**src/rtl/keypad_scan.sv**
```systemverilog
// 4x4 matrix keypad scanner: drives one column at a time, synchronizes and
// accumulates the row sense lines, debounces full scans, and emits a hex key code.
module keypad_scan #(
    parameter int unsigned SCAN_DIV       = 4,
    parameter int unsigned DEBOUNCE_SCANS = 3,
    parameter logic        ACTIVE_LOW     = 1'b1
) (
    input  logic       clk,
    input  logic       rst,
    output logic [3:0] col,
    input  logic [3:0] row,
    output logic [3:0] key,
    output logic       key_valid,
    output logic       key_held,
    output logic       multi
);

    localparam int unsigned DIV_W = (SCAN_DIV > 1) ? $clog2(SCAN_DIV) : 1;
    localparam int unsigned CNT_W = $clog2(DEBOUNCE_SCANS + 1);
    localparam logic [DIV_W-1:0] DIV_LAST = DIV_W'(SCAN_DIV - 1);
    localparam logic [CNT_W-1:0] CNT_DONE = CNT_W'(DEBOUNCE_SCANS);
    localparam logic [3:0] ROW_IDLE = ACTIVE_LOW ? 4'hF : 4'h0;

    typedef enum logic [1:0] {
        S_IDLE,
        S_CAND,
        S_PRESSED,
        S_REL
    } state_e;

    // Column drive pattern for a given column index, in pin polarity.
    function automatic logic [3:0] col_drive(input logic [1:0] idx);
        logic [3:0] oh;
        oh = 4'b0001 << idx;
        return ACTIVE_LOW ? ~oh : oh;
    endfunction

    logic [3:0]       sync1_q, sync1_d;
    logic [3:0]       sync2_q, sync2_d;
    logic [DIV_W-1:0] div_q, div_d;
    logic [1:0]       col_idx_q, col_idx_d;
    logic [3:0]       col_q, col_d;
    logic [1:0]       acc_n_q, acc_n_d;
    logic [3:0]       acc_code_q, acc_code_d;
    state_e           state_q, state_d;
    logic [CNT_W-1:0] cnt_q, cnt_d;
    logic [3:0]       cand_q, cand_d;
    logic [3:0]       key_q, key_d;
    logic             key_valid_q, key_valid_d;
    logic             key_held_q, key_held_d;
    logic             multi_q, multi_d;

    logic [3:0]       pressed;
    logic [2:0]       hits;
    logic [1:0]       row_idx;
    logic [2:0]       total;
    logic [1:0]       scan_n;
    logic [3:0]       scan_code;
    logic             single;
    logic             none;
    logic [CNT_W-1:0] cnt_inc;

    always_ff @(posedge clk) begin
        if (rst) begin
            sync1_q     <= ROW_IDLE;
            sync2_q     <= ROW_IDLE;
            div_q       <= '0;
            col_idx_q   <= 2'd0;
            col_q       <= col_drive(2'd0);
            acc_n_q     <= 2'd0;
            acc_code_q  <= 4'd0;
            state_q     <= S_IDLE;
            cnt_q       <= '0;
            cand_q      <= 4'd0;
            key_q       <= 4'd0;
            key_valid_q <= 1'b0;
            key_held_q  <= 1'b0;
            multi_q     <= 1'b0;
        end else begin
            sync1_q     <= sync1_d;
            sync2_q     <= sync2_d;
            div_q       <= div_d;
            col_idx_q   <= col_idx_d;
            col_q       <= col_d;
            acc_n_q     <= acc_n_d;
            acc_code_q  <= acc_code_d;
            state_q     <= state_d;
            cnt_q       <= cnt_d;
            cand_q      <= cand_d;
            key_q       <= key_d;
            key_valid_q <= key_valid_d;
            key_held_q  <= key_held_d;
            multi_q     <= multi_d;
        end
    end

    always_comb begin
        sync1_d     = row;
        sync2_d     = sync1_q;
        div_d       = div_q;
        col_idx_d   = col_idx_q;
        col_d       = col_q;
        acc_n_d     = acc_n_q;
        acc_code_d  = acc_code_q;
        state_d     = state_q;
        cnt_d       = cnt_q;
        cand_d      = cand_q;
        key_d       = key_q;
        key_valid_d = 1'b0;
        key_held_d  = key_held_q;
        multi_d     = multi_q;

        // Running scan result: saturating hit count plus the code of the lone hit.
        pressed = ACTIVE_LOW ? ~sync2_q : sync2_q;
        hits    = 3'(pressed[0]) + 3'(pressed[1]) + 3'(pressed[2]) + 3'(pressed[3]);
        row_idx = 2'd0;
        for (int i = 3; i >= 0; i--) begin
            if (pressed[i]) row_idx = 2'(i);
        end
        total     = 3'(acc_n_q) + hits;
        scan_n    = (total >= 3'd2) ? 2'd2 : total[1:0];
        scan_code = (hits != 3'd0) ? {row_idx, col_idx_q} : acc_code_q;
        single    = (scan_n == 2'd1);
        none      = (scan_n == 2'd0);
        cnt_inc   = cnt_q + CNT_W'(1);

        if (div_q == DIV_LAST) begin
            div_d     = '0;
            col_idx_d = col_idx_q + 2'd1;
            col_d     = col_drive(col_idx_q + 2'd1);
            if (col_idx_q == 2'd3) begin
                acc_n_d    = 2'd0;
                acc_code_d = 4'd0;
                multi_d    = (scan_n == 2'd2);
                unique case (state_q)
                    S_IDLE: begin
                        if (single) begin
                            if (DEBOUNCE_SCANS == 1) begin
                                state_d     = S_PRESSED;
                                key_d       = scan_code;
                                key_valid_d = 1'b1;
                                key_held_d  = 1'b1;
                            end else begin
                                state_d = S_CAND;
                                cand_d  = scan_code;
                                cnt_d   = CNT_W'(1);
                            end
                        end
                    end
                    S_CAND: begin
                        if (single && (scan_code == cand_q)) begin
                            cnt_d = cnt_inc;
                            if (cnt_inc == CNT_DONE) begin
                                state_d     = S_PRESSED;
                                key_d       = cand_q;
                                key_valid_d = 1'b1;
                                key_held_d  = 1'b1;
                                cnt_d       = '0;
                            end
                        end else if (single) begin
                            cand_d = scan_code;
                            cnt_d  = CNT_W'(1);
                        end else begin
                            state_d = S_IDLE;
                            cnt_d   = '0;
                        end
                    end
                    S_PRESSED: begin
                        if (none) begin
                            if (DEBOUNCE_SCANS == 1) begin
                                state_d    = S_IDLE;
                                key_held_d = 1'b0;
                            end else begin
                                state_d = S_REL;
                                cnt_d   = CNT_W'(1);
                            end
                        end
                    end
                    S_REL: begin
                        if (none) begin
                            cnt_d = cnt_inc;
                            if (cnt_inc == CNT_DONE) begin
                                state_d    = S_IDLE;
                                key_held_d = 1'b0;
                                cnt_d      = '0;
                            end
                        end else begin
                            // Key came back before release settled: resume the hold silently.
                            state_d = S_PRESSED;
                            cnt_d   = '0;
                        end
                    end
                    default: begin
                        state_d = S_IDLE;
                        cnt_d   = '0;
                    end
                endcase
            end else begin
                acc_n_d    = scan_n;
                acc_code_d = scan_code;
            end
        end else begin
            div_d = div_q + DIV_W'(1);
        end
    end

    assign col       = col_q;
    assign key       = key_q;
    assign key_valid = key_valid_q;
    assign key_held  = key_held_q;
    assign multi     = multi_q;

endmodule

```
**config.mk**
```make
export PLATFORM = sky130hd
export DESIGN_NAME = keypad_scan
export DESIGN_NICKNAME = d
export VERILOG_FILES = /design/src/rtl/keypad_scan.sv
export SDC_FILE = /design/constraint.sdc
export NUM_CORES = 1
export LEC_CHECK = 0
export CORE_ASPECT_RATIO = 0.7
export CORE_MARGIN = 3
export CORE_UTILIZATION = 55
export DETAILED_ROUTE_END_ITERATION = 6
export PLACE_DENSITY = 0.82
export SYNTH_ARGS = -nofsm -noshare
export SYNTH_HDL_FRONTEND = slang
export SYNTH_SLANG_ARGS = --single-unit
```
**constraint.sdc**
```tcl
create_clock -name clk -period 4.7 [get_ports clk]
set_input_delay 1.175 -clock clk [delete_from_list [all_inputs] [get_ports clk]]
set_output_delay 1.175 -clock clk [all_outputs]
set_load 0.02 [all_outputs]
```
==> summary.md <==
| Metric | Value |
|---|---|
| Die width | `76.7 um` |
| Worst setup path startpoint | `sync2_q[0]$_SDFF_PP1_` |
| Final Cycle Share | `75.1%` |
| Buf+Inv Stages, Crit Path | `2` |
| Syn nets | `226` |
| RSZ-0062 raised after global routing | `false` |
| Final Max Tran Viols | `0` |
| Post-Layout Inst Area | `2220 um^2` |
| Top_reg_cell synth | `dfxtp_1` |
| CP max-delay cell | `fa_1` |
| # Post-CTS Setup Buffers | `0` |
| Area grow syn2layout | `15.5%` |
| Grt total ovfl | `0` |
| Final HPWL DP | `~2700 um` |
| Worst-margin pin slew | `0.703 ns` |
| Cells along the critical path | `inv_1 -> fa_1 -> ha_1 -> ha_1 -> inv_1 -> fa_1 -> xor2_1 -> nand2_2 -> or3_4 -> or4_4 -> o21ai_1 -> a21oi_1` |
| Peak supply drop | `198 uV` |
| PostCTS Resize Cnt | `0` |
| Clk_lat worst skew | `0.28 ns` |
| Critical Path RT | `4.84 ns` |
| Largest net degree at the start of global routing | `23` |
| DP Area | `2100 um^2` |
| Synth unique cells | `53` |
| Ant diodes | `0` |
| Max Cap Violations | `0` |
| Clock sinks | `37` |
| Max H-tree Level | `2` |
| Routed vias | `1506` |
| Number of synthesized flops with an enable pin | `0` |
| DR vias/cell | `5.50` |
| Fill cell count | `roughly 260` |
| Seq cells post-synth | `37` |
| Core area | `3250 um^2` |
| Worst r2r src | `sync2_q[0]$_SDFF_PP1_` |
| DR DRC count | `0` |
| CP max FO | `5` |
| Num CTS Buffers | `5` |
| Vias in the first global route | `1397` |
| CTS tree | `done` |
| Final hold violation count | `0` |
| Worst stage delay on the critical path | `0.48 ns` |
| Final ANT Viol Nets | `0` |
| Crit path kind | `flop to flop` |
| Arrival @ worst endpoint | `3.67 ns` |
| Initial detailed-routing violation count | `around 150` |
| Die Span Y | `55.5 um` |
| HP Class | `flop to flop` |
| Lkg Pwr | `a little over 0.8 nW` |
| CTS Root Cell | `clkbuf_8` |
| Mapped Cells | `around 210` |
| Final Net Count | `243` |
| Fraction of registers with async set/reset | `0%` |
| Worst Skew | `0.00316 ns` |
| I/O Buffers | `16` |
| Startpoint Class | `flop` |
| Post-Syn Area | `1920 um^2` |
| Sequential area share after synthesis | `38.5%` |
| Pwr Density | `317 nW/um^2` |
| Clk slew on worst S/H paths | `0.07 ns` |
| Syn_area_per_cell | `9.21 um^2` |
| Rows | `17` |
| Total chip power | `705 uW` |
| Placer Congestion | `0.885` |
| Yosys warnings | `0` |
| Slew Limit Headroom | `between 50% and 60%` |
| First-pass GRT wire length | `approximately 6300 um` |
| Tmin final | `3.53 ns` |
| Max clock buf depth | `2` |
| Setup_tns | `0 ns` |
| Layout cell share with drive strength beyond 1 | `16.7%` |
| Initial core utilization | `between 50 and 60%` |
| CP top delay family | `adder cells` |
| Final setup violation count | `0` |
| WL/cell | `13.3 um` |
| Fmax | `0.283 GHz` |
| Critical path endpoint category | `flop` |
| GR Util All Layers | `around 18%` |
| Outcome | `completed` |
| Hold_sp | `sync1_q[2]$_SDFF_PP1_` |
| Io pins | `17` |
| Post-CTS Hold Buffers | `0` |
| Pre-antenna DRT Iters | `4` |
| Initial antenna violation count | `0` |
| Die area | `4260 um^2` |
| Drt total wl | `3640 um` |
-- Yosys cell counts, drive strengths merged, types with 2 or more instances --
master,number,share of area (%)
nand3,6,1.6
nand2b,7,2.3
inv,16,3.1
nand4,5,1.6
dfxtp,37,38
clkbuf,3,0.59
nor4,2,1.4
a22oi,5,2.0
or3,4,2.1
a211oi,6,3.1
xor2,3,1.4
nand2,15,3.1
nor2,15,2.9
o21ai,13,4.0
ha,9,5.9
and2,3,1.0
fa,2,2.1
a21oi,15,3.9
nor3,7,3.3
buf,4,2.0
o31ai,2,1.0
mux2i,3,1.6
or2,8,2.6
-- worst reg2reg max path, delay by kind of cell (launching register included) --
family	cells	cell delay (ns)
adders and majority gates	4	1.43
and+or+nand+nor	3	0.99
DFF	1	0.35
AOI/OAI and AO/OA	2	0.23
xor gates and xnor gates	1	0.22
buffers and inverters	2	0.17
-- where the power goes --
part	internal, mW	leakage [nW]	switching [mW]
combinational	0.0384	0.461	0.0568
clock	0.172	0.0574	0.111
sequential	0.321	0.301	0.00507
-- routing by layer --
layer | GRT usage [%] | wire, um | part of all wire [%] | vias up
met4 | 3.36 | 13 | 0.36 | 0
li1 | - | - | - | 772
met3 | 5.54 | 174 | 4.8 | 2
met5 | 0 | 0 | 0 | -
met1 | 26.8 | 1970 | 54 | 693
met2 | 25.3 | 1480 | 41 | 39
-- stage by stage --
| stage | setup slack (ns) | utilization [%] | cells | hold WS [ns] |
|---|---|---|---|---|
| 6_report | 1.17 | 68.3 | 274 | 0.412 |
| 5_1_grt | 0.972 | 68.3 | 274 | 0.428 |
| 3_3_place_gp | 1.31 | 64.6 | 266 | 0.392 |
| 4_1_cts | 1.17 | 68.3 | 274 | 0.413 |
| 3_5_place_dp | 1.21 | 64.6 | 266 | 0.393 |
| 2_1_floorplan | 1.44 | - | 209 | 0.389 |
-- sequential cells by signal, summed over array words and instances, names as in the netlist, 4 cells and up --
name,cells
acc_code_q,4
cand_q,4
col,4
key,4
sync1_q,4
sync2_q,4
-- layout by cell type, fill, tap and decap left out, types with 4 or more instances in the layout --
cell type	instances
nand4_1	5
clkdlybuf4s50_1	16
nor2_1	15
a22oi_1	5
dfxtp_1	37
o21ai_0	7
nand3_1	6
clkbuf_8	6
ha_1	9
nor3_1	4
nand2_1	14
inv_1	16
a21oi_1	15
o21ai_1	5
nand2b_1	7
or2_2	8
-- worst paths after layout --
| kind | endpoint | slack [ns] | cells after the start |
|---|---|---|---|
| worst max-delay path | key[1]$_SDFFE_PP0P_ | 1.17 | 12 |
| worst max register to register | key[1]$_SDFFE_PP0P_ | 1.17 | 12 |
| worst min-delay path | sync2_q[2]$_SDFF_PP1_ | 0.41 | 1 |
| worst min register to register | sync2_q[2]$_SDFF_PP1_ | 0.41 | 1 |
-- layout make-up --
| cell class | instances | area, um^2 | area share, % |
|---|---|---|---|
| Multi-Input combinational cell | 149 | 1070 | 48.4 |
| Inverter | 16 | 60.1 | 2.70 |
| Timing Repair Buffer | 17 | 168 | 7.55 |
| Tap cell | 47 | 58.8 | 2.65 |
| Clock buffer | 6 | 82.6 | 3.72 |
| Sequential cell | 37 | 741 | 33.3 |
| Clock inverter | 2 | 37.5 | 1.69 |
-- kinds of logic after synthesis --
group	after synthesis	share of synthesized area (%)
mux	3	1.56
buf+inv	23	5.66
xor+xnor	4	1.82
compound gates	53	20.2
simple gates	78	24.3
fa+ha+maj	11	7.93
flops	37	38.5
Power figures use the tool's default switching activity.
==> RTL change 1: new RTL, same flow settings <==
Set the parameter `ACTIVE_LOW` to 1'b0 (it was 1'b1).
--- a/src/rtl/keypad_scan.sv
+++ b/src/rtl/keypad_scan.sv
@@ -5,3 +5,3 @@
     parameter int unsigned DEBOUNCE_SCANS = 3,
-    parameter logic        ACTIVE_LOW     = 1'b1
+    parameter logic        ACTIVE_LOW     = 1'b0
 ) (
Formal check against the unedited RTL: not equivalent (a bounded check fails within 4 cycles, from zero or initial values and one cycle with rst high).
==> RTL change 1 against the original RTL <==
  * First-iteration DRC count decreased by 39%
  * Sequential cell count unchanged
  * Design area decreased by 6.0%
  * Largest cell class unchanged
  * Sequential share of layout area increased by 2.1 points
  * Wire length increased by 18%
  * Critical path depth decreased by 2
  * Setup slack improved by 0.022 ns
  * Largest power group unchanged
  * Global-route usage increased by 5.4 points
  * Power decreased by 9.9%
  * Synthesized area decreased by 3.7%
==> RTL change 1: results <==
INSERT INTO impl_metrics (metric_group, metric, value, unit) VALUES
('sta', 'clock_skew', '0.00553', 'ns'),
('placement', 'dp.final_hpwl', '3110', 'um'),
('worst_hold_path', 'hold_path.startpoint', 'sync1_q[0]$_SDFF_PP0_', ''),
('drt', 'detail_route.iter0.violations', '94', ''),
('outcome', 'run_status', 'finished, final reports clean', ''),
('sta', 'worstMarginPinSlew', '0.845', 'ns'),
('critical_path', 'cp_max_fo', '6', ''),
('placement', 'globalplace.congestion', '0.922', ''),
('global_route', 'grt_max_degree', '44', ''),
('power', 'p_leak', '0.742', 'nW'),
('synth', 'synth-seq-area-share', '40.0', '%'),
('synth', 'synth.distinct_cells', '49', ''),
('layout', 'nFillCells', '222', ''),
('drt', 'routed_wire_length_per_instance', '16.6', 'um'),
('drt', 'dr_total_vias', '1553', ''),
('critical_path', 'reg2reg_setup_slack', '1.19', 'ns'),
('layout', 'design.final.nets', '237', ''),
('global_route', 'grt_first_pass_wirelength', '7040', 'um'),
('critical_path', 'worstPathArrival', '3.71', 'ns'),
('global_route', 'via_count_of_the_first_global_routing_pass', '1461', '');
## RTL change 1: area by class of cell
| type | count | area share [%] |
|---|---|---|
| Clock buffer | 6 | 3.47 |
| Clock inverter | 2 | 0.479 |
| Inverter | 12 | 2.16 |
| Sequential cell | 37 | 35.4 |
| Tap cell | 36 | 2.16 |
| Timing Repair Buffer | 17 | 8.02 |
| Multi-Input combinational cell | 148 | 48.3 |
## RTL change 1: layer usage
metal | track usage (%) | vias to the layer above | wire (um)
li1 | - | 750 | -
met1 | 30.3 | 732 | 1930
met2 | 35.8 | 62 | 1930
met3 | 8.44 | 9 | 338
met4 | 8.43 | 0 | 82
met5 | 0 | - | 0
## RTL change 1: cells by family (layout without fill, tap and decap cells)
group | count (synthesis) | count (layout) | share of synthesized area, %
flip-flops | 37 | 37 | 40.0
AND/OR/NAND/NOR | 81 | 81 | 23.1
multiplexers | 10 | 10 | 5.47
adder cells (fa/ha/maj) | 10 | 10 | 7.56
XOR/XNOR | 6 | 6 | 2.84
AO/OA/AOI/OAI | 41 | 41 | 15.5
buffers and inverters | 23 | 37 | 5.60
## RTL change 1: worst paths after layout
kind                             to  cells past startpoint
max          cand_q[0]$_SDFFE_PP0P_                     10
min           pressed[0]$_SDFF_PP0_                      1
max reg2reg  cand_q[0]$_SDFFE_PP0P_                     10
min reg2reg   pressed[0]$_SDFF_PP0_                      1
## RTL change 1: per-stage QoR
stage               cell area, um2  worst slack [ns]  utilization [%]  std cells  hold slack [ns]
floorplan                     1850              1.62                -        208            0.404
global placement              2010              1.41             66.8        250            0.412
detailed placement            2010              1.27             66.8        250            0.425
CTS                           2090              1.23             69.6        258            0.441
global route                  2090             0.910             69.6        258            0.453
finish                        2090              1.19             69.6        258            0.436
## RTL change 1: power breakdown
group	internal, mW	switching (mW)	leakage, nW	total, mW
clock	0.103	0.111	0.0450	0.213
combinational	0.0374	0.0577	0.397	0.0950
sequential	0.322	0.00582	0.301	0.327
## RTL change 1: worst max-delay path: stages (launching register included)
cell and delay (ns):
sky130_fd_sc_hd__dfxtp_1 0.41, sky130_fd_sc_hd__fa_1 0.46, sky130_fd_sc_hd__ha_1 0.20, sky130_fd_sc_hd__ha_1 0.32, sky130_fd_sc_hd__inv_1 0.07, sky130_fd_sc_hd__fa_1 0.40
sky130_fd_sc_hd__xor2_1 0.19, sky130_fd_sc_hd__nand2_1 0.20, sky130_fd_sc_hd__nor3_1 0.52, sky130_fd_sc_hd__o21ai_0 0.34, sky130_fd_sc_hd__a211oi_1 0.31
==> RTL change 2: new RTL, same flow settings <==
Without the edit above. Add an input register stage for `row`, with the module's reset; this delays it by one clock.
--- a/src/rtl/keypad_scan.sv
+++ b/src/rtl/keypad_scan.sv
@@ -29,2 +29,12 @@
     } state_e;
+
+    logic [3:0] row_q;
+
+    always_ff @(posedge clk) begin
+        if (rst) begin
+            row_q <= '0;
+        end else begin
+            row_q <= row;
+        end
+    end
 
@@ -97,3 +107,3 @@
     always_comb begin
-        sync1_d     = row;
+        sync1_d     = row_q;
         sync2_d     = sync1_q;
Formal check against the unedited RTL: same outputs for any inputs over 10 cycles, from zero or initial values and one cycle with rst high; that may be too few to reach the edited logic, so the function may still have changed.
==> RTL change 2 against the original RTL <==
  * Power decreased by 2.1%
  * Setup slack got worse by 0.41 ns
  * Sequential cell count increased by 4
  * Core utilization shrank 0.58 points
  * Combinational power is 4.6% higher
  * Largest cell class unchanged
  * Synthesized area rose by 2.3%
  * Design area grew 0.45%
  * Wire length increased by 2.6%
==> RTL change 2: results <==
INSERT INTO impl_metrics (metric_group, metric, value, unit) VALUES
('outcome', 'run_status', 'finished, final reports clean', ''),
('synth', 'yosys-top-cells-area', 'sky130_fd_sc_hd__dfxtp_1 (42%), sky130_fd_sc_hd__ha_1 (5.7%), sky130_fd_sc_hd__mux2i_1 (3.6%)', ''),
('global_route', 'grt.total_usage', '18.5', '%'),
('layout', 'clock_buffers', '5', ''),
('global_route', 'via_count_of_the_first_global_routing_pass', '1350', ''),
('synth', 'mappedNetlistNets', '236', ''),
('drt', 'route.detailed.vias_per_inst', '5.41', ''),
('layout', 'design.final.nets', '248', ''),
('global_route', 'grt_max_degree', '35', ''),
('placement', 'dpl_cell_area', '2140', 'um2'),
('die', 'dieArea', '4350', 'um2'),
('critical_path', 'setup.worst_path.end', 'key[3]$_SDFFE_PP0P_', ''),
('placement', 'dp.final_hpwl', '2680', 'um'),
('global_route', 'gr-usage-met2', '25.2', '%'),
('critical_path', 'critical_path.startpoint', 'sync2_q[1]$_SDFF_PP1_', ''),
('placement', 'placement.setup.worst_slack', '0.784', 'ns'),
('layout', 'multiInputCombCellCount', '152', ''),
('worst_hold_path', 'whs_endpoint', 'sync1_q[3]$_SDFF_PP1_', ''),
('sta', 'slew_headroom', '49.2', '%'),
('placement', 'place.detailed.instances', '271', ''),
('drt', 'wl_met2', '1560', 'um'),
('power', 'switching_power', '188', 'uW'),
('sta', 'final_critical_path_setup_slack', '0.758', 'ns'),
('global_route', 'grtUsageMet3', '4.53', '%'),
('synth', 'synth.distinct_cells', '50', ''),
('power', 'peakVddDrop', '0.000228', 'V');
[RTL change 2: cell types whose count changed in the layout (fill, tap and decap cells not counted), moves of 4 or more]
| cell | delta |
|---|---|
| sky130_fd_sc_hd__a21oi_1 | -6 |
| sky130_fd_sc_hd__a22oi_1 | -4 |
| sky130_fd_sc_hd__dfxtp_1 | +4 |
| sky130_fd_sc_hd__mux2i_1 | +4 |
| sky130_fd_sc_hd__nand4_1 | -4 |
| sky130_fd_sc_hd__nor2b_1 | +9 |
| sky130_fd_sc_hd__o211ai_1 | +4 |
| sky130_fd_sc_hd__or3_1 | +7 |
[RTL change 2: cell families (layout without fill, tap and decap cells)]
kind of cell,Yosys count,in the layout,synth area share [%]
muxes,8,8,4.13
and+or+nand+nor,81,81,22.3
xor gates and xnor gates,4,4,1.78
DFF,41,41,41.7
adders and majority gates,11,11,7.75
AOI/OAI and AO/OA,48,48,17.0
buffers and inverters,26,39,5.40
